**src/rtl/kbd_pkg.sv**
```systemverilog
// Shared types and constants for the keyboard event controller: decoder
// states, PS/2 set-2 prefix and modifier codes, and editor codes for the
// extended cursor/delete keys.
package kbd_pkg;

   typedef enum logic [1:0] {
      ST_IDLE    = 2'd0,
      ST_EXT     = 2'd1,
      ST_BRK     = 2'd2,
      ST_EXT_BRK = 2'd3
   } kbd_state_e;

   // Prefix bytes
   localparam logic [7:0] PFX_EXT = 8'hE0;
   localparam logic [7:0] PFX_BRK = 8'hF0;

   // Modifier make/break codes
   localparam logic [7:0] SC_LSHIFT = 8'h12;
   localparam logic [7:0] SC_RSHIFT = 8'h59;
   localparam logic [7:0] SC_CAPS   = 8'h58;
   localparam logic [7:0] SC_CTRL   = 8'h14;
   localparam logic [7:0] SC_ALT    = 8'h11;

   // Extended (0xE0-prefixed) keys that reach the editor
   localparam logic [7:0] SC_EXT_LEFT  = 8'h6B;
   localparam logic [7:0] SC_EXT_RIGHT = 8'h74;
   localparam logic [7:0] SC_EXT_UP    = 8'h75;
   localparam logic [7:0] SC_EXT_DOWN  = 8'h72;
   localparam logic [7:0] SC_EXT_DEL   = 8'h71;

   // Editor codes produced for those keys
   localparam logic [7:0] ASC_DEL   = 8'h7F;
   localparam logic [7:0] ASC_LEFT  = 8'h80;
   localparam logic [7:0] ASC_RIGHT = 8'h81;
   localparam logic [7:0] ASC_UP    = 8'h82;
   localparam logic [7:0] ASC_DOWN  = 8'h83;

   // Keyboard status/ack bytes that carry no key information in IDLE.
   function automatic logic is_status_byte(input logic [7:0] b);
      return (b == 8'hAA) || (b == 8'hEE) || (b == 8'hFA) ||
             (b == 8'hFE) || (b == 8'hE1);
   endfunction

   function automatic logic is_letter(input logic [7:0] c);
      return ((c >= 8'h41) && (c <= 8'h5A)) || ((c >= 8'h61) && (c <= 8'h7A));
   endfunction

   // Extended make code to editor code; 0x00 means the key is dropped.
   function automatic logic [7:0] ext_to_ascii(input logic [7:0] code);
      logic [7:0] r;
      case (code)
         SC_EXT_LEFT:  r = ASC_LEFT;
         SC_EXT_RIGHT: r = ASC_RIGHT;
         SC_EXT_UP:    r = ASC_UP;
         SC_EXT_DOWN:  r = ASC_DOWN;
         SC_EXT_DEL:   r = ASC_DEL;
         default:      r = 8'h00;
      endcase
      return r;
   endfunction

endpackage

```
**src/rtl/scan_ascii_lut.sv**
```systemverilog
// Combinational PS/2 set-2 make code to ASCII translation (US layout).
// Unmapped codes, including the numeric keypad and function keys, give 0x00.
module scan_ascii_lut (
   input  logic [7:0] code_i,
   input  logic       shift_i,
   output logic [7:0] ascii_o
);

   logic [7:0] lo;
   logic [7:0] hi;

   // Look up the unshifted/shifted character pair for the code.
   always_comb begin
      // NOTE: every always_comb output gets a default first so no path leaves it unassigned (no latch).
      lo = 8'h00;
      hi = 8'h00;
      case (code_i)
         8'h1C: {lo, hi} = "aA";   8'h32: {lo, hi} = "bB";
         8'h21: {lo, hi} = "cC";   8'h23: {lo, hi} = "dD";
         8'h24: {lo, hi} = "eE";   8'h2B: {lo, hi} = "fF";
         8'h34: {lo, hi} = "gG";   8'h33: {lo, hi} = "hH";
         8'h43: {lo, hi} = "iI";   8'h3B: {lo, hi} = "jJ";
         8'h42: {lo, hi} = "kK";   8'h4B: {lo, hi} = "lL";
         8'h3A: {lo, hi} = "mM";   8'h31: {lo, hi} = "nN";
         8'h44: {lo, hi} = "oO";   8'h4D: {lo, hi} = "pP";
         8'h15: {lo, hi} = "qQ";   8'h2D: {lo, hi} = "rR";
         8'h1B: {lo, hi} = "sS";   8'h2C: {lo, hi} = "tT";
         8'h3C: {lo, hi} = "uU";   8'h2A: {lo, hi} = "vV";
         8'h1D: {lo, hi} = "wW";   8'h22: {lo, hi} = "xX";
         8'h35: {lo, hi} = "yY";   8'h1A: {lo, hi} = "zZ";
         8'h16: {lo, hi} = "1!";   8'h1E: {lo, hi} = "2@";
         8'h26: {lo, hi} = "3#";   8'h25: {lo, hi} = "4$";
         8'h2E: {lo, hi} = "5%";   8'h36: {lo, hi} = "6^";
         8'h3D: {lo, hi} = "7&";   8'h3E: {lo, hi} = "8*";
         8'h46: {lo, hi} = "9(";   8'h45: {lo, hi} = "0)";
         8'h0E: {lo, hi} = "`~";   8'h4E: {lo, hi} = "-_";
         8'h55: {lo, hi} = "=+";   8'h54: {lo, hi} = "[{";
         8'h5B: {lo, hi} = "]}";   8'h5D: {lo, hi} = "\\|";
         8'h4C: {lo, hi} = ";:";   8'h52: {lo, hi} = "'\"";
         8'h41: {lo, hi} = ",<";   8'h49: {lo, hi} = ".>";
         8'h4A: {lo, hi} = "/?";   8'h29: {lo, hi} = "  ";
         8'h5A: {lo, hi} = 16'h0D0D;  // Enter
         8'h66: {lo, hi} = 16'h0808;  // Backspace
         8'h0D: {lo, hi} = 16'h0909;  // Tab
         8'h76: {lo, hi} = 16'h1B1B;  // Escape
         default: {lo, hi} = 16'h0000;
      endcase
   end

   assign ascii_o = shift_i ? hi : lo;

endmodule

```
**src/rtl/kbd_event_ctrl.sv**
```systemverilog
// Keyboard event controller: decodes PS/2 set-2 byte streams into make/break
// events, tracks Shift/Caps Lock, translates make codes to ASCII and queues
// the characters in a FIFO drained over a valid/ready handshake.
module kbd_event_ctrl
   import kbd_pkg::*;
#(
   parameter int FIFO_DEPTH = 8
) (
   input  logic       clk,
   input  logic       clrn,
   input  logic [7:0] ps2_data,
   input  logic       ps2_ready,
   output logic [7:0] ascii_data,
   output logic       ascii_valid,
   input  logic       ascii_ready,
   output logic       shift_o,
   output logic       caps_o,
   output logic       key_down,
   output logic [7:0] cur_code,
   output logic       overflow
);

   localparam int AW = $clog2(FIFO_DEPTH);
   localparam logic [AW:0] PTR_ONE = (AW+1)'(1);

   kbd_state_e state_q, state_d;

   logic ev_make, ev_ext_make, ev_brk;

   logic       lshift_q, lshift_d;
   logic       rshift_q, rshift_d;
   logic       caps_q, caps_d;
   logic       caps_held_q, caps_held_d;
   logic       key_down_q, key_down_d;
   logic [7:0] cur_code_q, cur_code_d;
   logic       overflow_q;

   logic [7:0] lut_ascii;
   logic [7:0] push_char;
   logic       push_req;

   logic [7:0]  fifo_mem_q [FIFO_DEPTH];
   logic [AW:0] wr_ptr_q, rd_ptr_q;
   logic        fifo_empty, fifo_full, do_push, do_pop;

   // ------------------------------------------------------------------
   // Prefix decoder FSM
   // ------------------------------------------------------------------

   // State register.
   always_ff @(posedge clk or negedge clrn) begin
      // NOTE: sequential state uses non-blocking assignments so every register samples pre-edge values.
      if (!clrn) state_q <= ST_IDLE;
      else       state_q <= state_d;
   end

   // Next state: prefixes steer, any other byte ends the sequence.
   always_comb begin
      state_d = state_q;
      if (ps2_ready) begin
         unique case (state_q)
            ST_IDLE: begin
               if (ps2_data == PFX_EXT)      state_d = ST_EXT;
               else if (ps2_data == PFX_BRK) state_d = ST_BRK;
            end
            ST_EXT:     state_d = (ps2_data == PFX_BRK) ? ST_EXT_BRK : ST_IDLE;
            ST_BRK:     state_d = ST_IDLE;
            ST_EXT_BRK: state_d = ST_IDLE;
            default:    state_d = ST_IDLE;
         endcase
      end
   end

   // Event strobes: which kind of key code the current byte completes.
   always_comb begin
      ev_make     = 1'b0;
      ev_ext_make = 1'b0;
      ev_brk      = 1'b0;
      if (ps2_ready) begin
         unique case (state_q)
            ST_IDLE:    ev_make = (ps2_data != PFX_EXT) && (ps2_data != PFX_BRK) &&
                                  !is_status_byte(ps2_data);
            ST_EXT:     ev_ext_make = (ps2_data != PFX_BRK);
            ST_BRK:     ev_brk = 1'b1;
            ST_EXT_BRK: ev_brk = 1'b1;
            default:    ev_brk = 1'b0;
         endcase
      end
   end

   // ------------------------------------------------------------------
   // Translation and modifier tracking
   // ------------------------------------------------------------------

   // Shift seen by the LUT is the registered state, so a modifier byte only
   // affects bytes that follow it.
   scan_ascii_lut u_lut (
      .code_i  (ps2_data),
      .shift_i (shift_o),
      .ascii_o (lut_ascii)
   );

   // Apply make/break events to modifier and key state; form the push request.
   always_comb begin
      lshift_d    = lshift_q;
      rshift_d    = rshift_q;
      caps_d      = caps_q;
      caps_held_d = caps_held_q;
      key_down_d  = key_down_q;
      cur_code_d  = cur_code_q;
      push_char   = 8'h00;
      push_req    = 1'b0;

      if (ev_make) begin
         case (ps2_data)
            SC_LSHIFT: lshift_d = 1'b1;
            SC_RSHIFT: rshift_d = 1'b1;
            SC_CAPS: begin
               // Typematic repeats of Caps Lock arrive while held; toggle once.
               if (!caps_held_q) caps_d = ~caps_q;
               caps_held_d = 1'b1;
            end
            SC_CTRL, SC_ALT: ;
            default: begin
               cur_code_d = ps2_data;
               key_down_d = 1'b1;
               push_char  = (caps_q && is_letter(lut_ascii)) ? (lut_ascii ^ 8'h20) : lut_ascii;
               push_req   = (push_char != 8'h00);
            end
         endcase
      end

      if (ev_ext_make && (ext_to_ascii(ps2_data) != 8'h00)) begin
         cur_code_d = ps2_data;
         key_down_d = 1'b1;
         push_char  = ext_to_ascii(ps2_data);
         push_req   = 1'b1;
      end

      if (ev_brk) begin
         if (ps2_data == SC_LSHIFT) lshift_d = 1'b0;
         if (ps2_data == SC_RSHIFT) rshift_d = 1'b0;
         if (ps2_data == SC_CAPS)   caps_held_d = 1'b0;
         if (ps2_data == cur_code_q) key_down_d = 1'b0;
      end
   end

   // Modifier and key-status registers.
   always_ff @(posedge clk or negedge clrn) begin
      if (!clrn) begin
         lshift_q    <= 1'b0;
         rshift_q    <= 1'b0;
         caps_q      <= 1'b0;
         caps_held_q <= 1'b0;
         key_down_q  <= 1'b0;
         cur_code_q  <= 8'h00;
      end else begin
         lshift_q    <= lshift_d;
         rshift_q    <= rshift_d;
         caps_q      <= caps_d;
         caps_held_q <= caps_held_d;
         key_down_q  <= key_down_d;
         cur_code_q  <= cur_code_d;
      end
   end

   // ------------------------------------------------------------------
   // Character FIFO
   // ------------------------------------------------------------------

   assign fifo_empty = (wr_ptr_q == rd_ptr_q);
   assign fifo_full  = (wr_ptr_q[AW] != rd_ptr_q[AW]) &&
                       (wr_ptr_q[AW-1:0] == rd_ptr_q[AW-1:0]);
   assign do_pop     = !fifo_empty && ascii_ready;
   // A pop in the same cycle frees the slot, so a full FIFO still accepts.
   assign do_push    = push_req && (!fifo_full || do_pop);

   // Pointers and the sticky drop flag.
   always_ff @(posedge clk or negedge clrn) begin
      if (!clrn) begin
         wr_ptr_q   <= '0;
         rd_ptr_q   <= '0;
         overflow_q <= 1'b0;
      end else begin
         if (do_push) wr_ptr_q <= wr_ptr_q + PTR_ONE;
         if (do_pop)  rd_ptr_q <= rd_ptr_q + PTR_ONE;
         if (push_req && !do_push) overflow_q <= 1'b1;
      end
   end

   // Storage array.
   always_ff @(posedge clk) begin
      // NOTE: storage is not reset; empty pointers make stale entries unreachable and the head is masked below.
      if (do_push) fifo_mem_q[wr_ptr_q[AW-1:0]] <= push_char;
   end

   assign ascii_valid = !fifo_empty;
   assign ascii_data  = fifo_empty ? 8'h00 : fifo_mem_q[rd_ptr_q[AW-1:0]];
   assign shift_o     = lshift_q | rshift_q;
   assign caps_o      = caps_q;
   assign key_down    = key_down_q;
   assign cur_code    = cur_code_q;
   assign overflow    = overflow_q;

endmodule

```
**config.mk**
```make
export PLATFORM = sky130hd
export DESIGN_NAME = kbd_event_ctrl
export DESIGN_NICKNAME = d
export VERILOG_FILES = /design/src/rtl/kbd_pkg.sv /design/src/rtl/scan_ascii_lut.sv /design/src/rtl/kbd_event_ctrl.sv
export SDC_FILE = /design/constraint.sdc
export NUM_CORES = 1
export LEC_CHECK = 0
export BUFFER_PORTS_ARGS = -buffer_cell sky130_fd_sc_hd__buf_2
export CELL_PAD_IN_SITES_DETAIL_PLACEMENT = 1
export CELL_PAD_IN_SITES_GLOBAL_PLACEMENT = 2
export CORE_MARGIN = 2
export CORE_UTILIZATION = 37
export CTS_CLUSTER_DIAMETER = 50
export CTS_CLUSTER_SIZE = 25
export DETAILED_ROUTE_END_ITERATION = 8
export GPL_ROUTABILITY_DRIVEN = 0
export GPL_TIMING_DRIVEN = 0
export PLACE_DENSITY = 0.87
export RECOVER_POWER = 25
export SYNTH_ARGS = -nofsm -noshare
export SYNTH_HDL_FRONTEND = slang
export SYNTH_SLANG_ARGS = --single-unit
```
**constraint.sdc**
```tcl
create_clock -name clk -period 2.8 [get_ports clk]
set_input_delay 0.14 -clock clk [delete_from_list [all_inputs] [get_ports clk]]
set_output_delay 0.14 -clock clk [all_outputs]
set_load 0.03 [all_outputs]
```
Yosys cells after proc, flatten, opt, wreduce, memory -nomap -nowiden
Memories as Yosys holds them, arrays and structs flattened.
Index checks and enable logic that the tools add are counted.
- ROM bits: 1792
- memories: 2
- latch bits: 0
- memory bits (writable): 64
- register bits: 24
- word-level logic and storage cells: 122
- input bits: 12
- output and inout port bits: 21
- div/mod/pow operators: 0
- $add $sub $neg: 2
- bitwise logic cells: 4
- muxes and demuxes: 43
- eq/ne operators: 28
- reduce and logical (&&, ||, !) cells: 29
- $mul: 0
- shift-type cells: 0
- order comparisons: 4
- memories (memory ; words ; width ; rd ports ; clocked after memory_dff ; wr ports ; RTL line ; RTL):
    (no name shown) ; 128 ; 14 ; 1 ; 0 ; 0 ; scan_ascii_lut.sv:17 ; case (code_i)
    fifo_mem_q ; 8 ; 8 ; 1 ; 0 ; 1 ; kbd_event_ctrl.sv:42 ; logic [7:0] fifo_mem_q [FIFO_DEPTH];
- operators by type and width (operator ; count):
    $mux 8 ; 8
    $eq 8x7->1 const B ; 7
    $eq 8x8->1 const B ; 7
    $pmux 8 s5 ; 1
    $mux 1 ; 28
    $eq 8x5->1 const B ; 3
    $ge 8x7->1 const B ; 2
    $le 8x7->1 const B ; 2
    $mux 16 ; 1
    $ne 8x8->1 const B ; 2
    $reduce_bool 8->1 ; 2
    $logic_and 1x1->1 ; 10
    $add 4x1->4 const B ; 2
    $eq 8x8->1 ; 1
    $logic_or 1x1->1 ; 6
    $mux 2 ; 3
    $mux 6 ; 1
    $pmux 2 s3 ; 1
    $reduce_or 5->1 ; 1
    $eq 2x2->1 const B ; 2
    $eq 4x4->1 ; 1
    $logic_not 1->1 ; 4
    $reduce_and 2->1 ; 2
    $eq 3x3->1 ; 1
    other kinds (10) ; 12

Depth between registers and ports, before layout
An unclocked memory read counts as a cell.
- depth in word-level cells: 15
- gate-level depth with buffers: 14
- gate-level depth less buffers: 11

By module
From an unflattened synthesis, not the netlist that was laid out.
- cell total of the unflattened synthesis: 540
- area, all modules: 5763.0 um^2
- by module, submodules not included (module ; seq. area each (um^2) ; times used ; cells an instance ; area each (um^2)):
    kbd_event_ctrl ; 2522.4 ; 1 ; 288 ; 4214.0
    scan_ascii_lut ; 0.0 ; 1 ; 252 ; 1549.0

Worst setup path before layout
OpenSTA, ideal clock, no wires.
- kind: input -> register
- start: in ps2_data[0]
- end: mem fifo_mem_q[0][0], enable pin
- path buffers: 3
- cell stages on the path: 14
- required time: 2417 ps
- slack: -644 ps
- setup time: 383 ps
- arrival: 3061 ps
- cells stage by stage: clkbuf_1 -> inv_1 -> ha_1 -> clkbuf_1 -> and2_1 -> o311ai_1 -> a211oi_2 -> a21o_1 -> nand2b_1 -> buf_2 -> nand2_1 -> a21oi_4 -> nand2b_2 -> nor3_1
- cells in the longest elaborated chain, start to end: 15
- elaborated cells between the ends (all ways): 52
- those cells by class: 4 x order compare; 17 x eq/ne; 13 x mux; 1 x bitwise; 16 x reduce/logical; 1 x memory
- RTL lines (item ; RTL line ; RTL):
    start: declaration ; kbd_event_ctrl.sv:11 ; input logic [7:0] ps2_data,
    $mem_v2 128x14 ; -- ;
    $mux 16 ; scan_ascii_lut.sv:17 ;
    $mux 8 ; scan_ascii_lut.sv:50 ; assign ascii_o = shift_i ? hi : lo;
    $ge 8x7->1 / $le 8x7->1 (equally long branches) ; kbd_pkg.sv:45 ; return ((c >= 8'h41) && (c <= 8'h5A)) || ((c >= 8'h61) && (c <= 8'h7A));
    $logic_and 1x1->1 ; kbd_pkg.sv:45 ;
    $logic_or 1x1->1 ; kbd_pkg.sv:45 ;
    $logic_and 1x1->1 ; kbd_event_ctrl.sv:127 ; push_char = (caps_q && is_letter(lut_ascii)) ? (lut_ascii ^ 8'h20) : lut_ascii;
    $mux 6 ; kbd_event_ctrl.sv:127 ;
    $reduce_bool 8->1 ; kbd_event_ctrl.sv:128 ; push_req = (push_char != 8'h00);
    $mux 1 ; kbd_event_ctrl.sv:115 ; case (ps2_data)
    $mux 1 ; kbd_event_ctrl.sv:114 ; if (ev_make) begin
    $mux 1 (*) ; kbd_event_ctrl.sv:133 ; if (ev_ext_make && (ext_to_ascii(ps2_data) != 8'h00)) begin
    $logic_and 1x1->1 (*) ; kbd_event_ctrl.sv:176 ; assign do_push = push_req && (!fifo_full || do_pop);
    $mux 1 (*) ; kbd_event_ctrl.sv:194 ; if (do_push) fifo_mem_q[wr_ptr_q[AW-1:0]] <= push_char;
    $mux 1 (not written as such) (*) ; kbd_event_ctrl.sv:194 ;
    end: declaration ; kbd_event_ctrl.sv:42 ;
Mark *: on every way between the ends. The rest lies on a longest branch, timed or not.

Final worst setup path
- start: in ps2_data[1]
- end: mem fifo_mem_q[2][5], enable pin
Same word-level chain as after synthesis.

==> metrics.csv <==
stage,metric,value,unit
drt,drt total wl,19580,um
finish,nets,601,
global_route,pin count of the biggest net entering global routing,25,
sta,clock skew,0.009955,ns
cts,CTS Buffer Depth,2,
yosys,"Seq/Total Area, Yosys",45.45,%
finish,fill count,1548,
critical_path,arrival time at the worst endpoint,2.97,ns
yosys,register bit total from synthesis,88,
drt,routed vias/inst,6.302,
critical_path,Setup crit start kind,primary input,
sta,RSZ-0062 raised after global routing,true,
yosys,Post-synth EDFFs,64,
power,Int Power,3.348,mW
worst_hold_path,HP Class,in -> reg,
run_status,failing checks,setup timing,
finish,Area Growth Syn to Fin,27.64,%
drt,Detail Route Antenna Nets,0,
placed_design,IO buf count,31,
global_route,gr ovfl total,0,
sta,Fmax,0.3436,GHz
drt,Post-route DRC,0,
critical_path,worst path cell trace,buf_6 -> buf_8 -> inv_6 -> ha_4 -> buf_8 -> nand2_4 -> and3_4 -> nand2b_1 -> a2111o_1 -> o211ai_1 -> buf_4 -> nor3b_4 -> a21oi_4 -> nand2b_4 -> nor3b_4 -> buf_12,
placed_design,HPWL Detailed,13060,um
sta,Final period util,103.9,%
global_route,first-pass GRT wire length,30220,um
critical_path,Critical Path Source,ps2_data[1],
cts,CTS tree,yes,
drt,drt wl/cell,25.49,um
sta,Final min period,2.911,ns
drt,drt first pass iters,5,
yosys,mapped cell area,0.005550,mm^2
cts,"Clk pin slew, worst setup/hold paths",0.06,ns
yosys,Mapped Avg Cell Area,11.03,um^2
die,die width,126.5,um
worst_hold_path,Hold Path End,state_q[0]$_DFFE_PN0P_,
critical_path,crit path max fanout,10,
yosys,top post-synthesis cells by area,"edfxtp_1, dfrtp_1, mux4_2, o21ai_0, nor2_1",
yosys,syn nets,525,
die,num ports,33,
sta,final-report hold violation count,0,
yosys,Synth cell types,81,
die,Placeable Area,0.01459,mm^2
yosys,Synth area leader,edfxtp_1,
die,Initial Utilization,38.04,%
power,Logic pwr share,43.6,%
yosys,Gate Count Post-Synth,503,
worst_hold_path,WHS Path Cells,2,
flow_run,max-cap viol count,0,
drt,DRT iter0 DRCs,441,
cts,total CTS buffers,9,
critical_path,CP Depth,16,
critical_path,crit path buf inv count,6,
finish,layout cells sized above 1,35.45,%
drt,Via Count,4840,
sta,setup slack after layout,-0.1105,ns
power,Sequential Power Share,32.2,%
cts,Root Driver,clkbuf_16,
global_route,GRT Resource Usage Total,24.81,%
power,LEAKAGE,2.578,nW
cts,CTS Sinks,88,
cts,htree depth,3,
yosys,post-synth top area share,34.63,%
power,Net Sw Frac,37.82,%
power,maximum vdd drop,0.4601,mV
critical_path,crit path kind,in -> reg,
worst_hold_path,min-delay src,ps2_ready,
sta,worst hold slack,0.07553,ns
sta,Slew Limit Fails,0,
critical_path,depth of the most critical reg-to-reg path,10,
yosys,fraction of registers with async set/reset,27.27,%
finish,post-layout util,48.56,%
global_route,vias in the first global route,5073,
die,die area,0.01600,mm^2
critical_path,critical path's slowest cell,a2111o_1,
yosys,main flop type after synthesis,edfxtp_1,
die,Site Rows,44,
critical_path,worst reg2reg setup slack,-0.07,ns
critical_path,CP max stage delay,0.40,ns
finish,antenna fix cells,0,
critical_path,kind of end point of the critical path,register,
yosys,top post-synthesis cells by count,"edfxtp_1, nor2_1, o21ai_0",
sta,# setup viols final,56,
critical_path,Reg-to-Reg End,fifo_mem_q[2][5]$_DFFE_PP_,
sta,Slew Limit Headroom,4.272,%
run_status,status,"finished, violations left",
die,Die Span Y,126.5,um
power,power density over the cells,760.0,mW/mm^2
power,NetSw,2.036,mW
sta,sum of negative setup slack,-3.109,ns
critical_path,family with the most delay on the worst path,simple AND/OR/NAND/NOR gates,
power,clock power share,24.1,%
global_route,antenna violations before repair,0,
critical_path,CP Data Required Time,2.86,ns
cts,Clock Latency Late Sink,0.35,ns
yosys,Synth Warn #,0,
sta,Least-Margin Pin Slew,1.436,ns
yosys,most common cell in the netlist,edfxtp_1,
## through the flow
step | std cells | area [um^2] | total power [mW] | worst slack (ns)
4_1_cts | 758 | 6882 | 5.322 | -0.07120
5_1_grt | 768 | 7084 | 5.636 | -0.1558
6_report | 768 | 7084 | 5.384 | -0.1105
2_1_floorplan | 503 | 5731 | 3.266 | -0.03666
3_5_place_dp | 718 | 6116 | 3.854 | -1.013
3_3_place_gp | 718 | 6116 | 3.751 | -0.8846
## layout make-up
class                      instances  area, um^2  area share (%)
buffer                            39       310.3           4.380
multi-input combinational        364        3105           43.84
clock inverter                     6       92.59           1.307
tap                              184       230.2           3.250
clock buffer                      10       229.0           3.232
sequential                        88        2525           35.64
inverter                          12       66.31          0.9361
timing repair buffer              65       525.5           7.418
## placed cells by master, fill, tap and decap left out, drive strengths merged, types with 4 or more instances in the layout
master and instances:
nor2b 12, nor4 4, nor3 15, dfrtp 24, nand3 11, nand4 4
mux4 16, a311oi 5, edfxtp 64, xnor2 12, nand2b 14, clkbuf 27
mux2 10, inv 11, a21o 4, buf 86, a31oi 9, o211ai 12
mux2i 9, o21a 4, a211oi 9, nor3b 9, xor2 10, a21oi 19
nand2 29, ha 10, o21ai 35, and2 4, and3 7, nor2 35
## what timing repair did
action / CTS / global route
setup buffers: 23 / 11
endpoints found under the setup margin: 117 / 103
hold buffers: 1 / 0
hold endpoints to repair: 24 / 0
pin swaps: 19 / 21
gates resized for setup: 49 / 39
## worst register-to-register path, stage by stage (launching register included)
cell and delay (ns):
dfrtp_2 0.45, nor4bb_1 0.39, a211oi_1 0.09, o21ai_0 0.19, a41oi_1 0.18, o221a_1 0.19
and4_4 0.19, a21oi_4 0.30, nand2b_4 0.15, nor3b_4 0.29, buf_12 0.18
## sequential cells by signal, indices dropped and copies added, names as in the netlist, named ones only
| register | cells |
|---|---|
| rd_ptr_q | 4 |
| key_down | 1 |
| overflow | 1 |
| caps_o | 1 |
| fifo_mem_q | 64 |
| wr_ptr_q | 4 |
| cur_code | 8 |
| state_q | 2 |
## cell families (layout without fill, tap and decap cells)
logic type,count (synthesis),count (layout),synth area share (%)
flops,88,88,45.45
mux,35,35,10.14
fa+ha+maj,10,10,2.254
compound gates,136,136,17.22
buf+inv,51,132,4.734
simple gates,161,161,16.73
xor+xnor,22,22,3.472
## power by group through the flow
stage,sequential (mW),clock [mW],combinational [mW]
3_5_place_dp,1.75,0,2.11
6_report,1.74,1.30,2.35
3_3_place_gp,1.72,0,2.03
2_1_floorplan,1.76,0,1.51
4_1_cts,1.73,1.32,2.28
5_1_grt,1.75,1.38,2.51
## how the worst max path moves through the flow
stage / end / slack [ns]
floorplan: fifo_mem_q[1][0]$_DFFE_PP_ / -0.04
global placement: fifo_mem_q[5][4]$_DFFE_PP_ / -0.88
detailed placement: fifo_mem_q[5][4]$_DFFE_PP_ / -1.01
CTS: fifo_mem_q[6][1]$_DFFE_PP_ / -0.07
global route: fifo_mem_q[2][5]$_DFFE_PP_ / -0.16
finish: fifo_mem_q[2][5]$_DFFE_PP_ / -0.11
## layer usage
layer / share of wire (%) / GRT usage (%) / vias to the layer above
li1: - / - / 2093
met1: 38 / 30.36 / 2406
met2: 50 / 42.47 / 259
met3: 6.9 / 4.850 / 82
met4: 5.3 / 11.12 / 0
met5: 0 / 0 / -
Power figures use the tool's default switching activity.
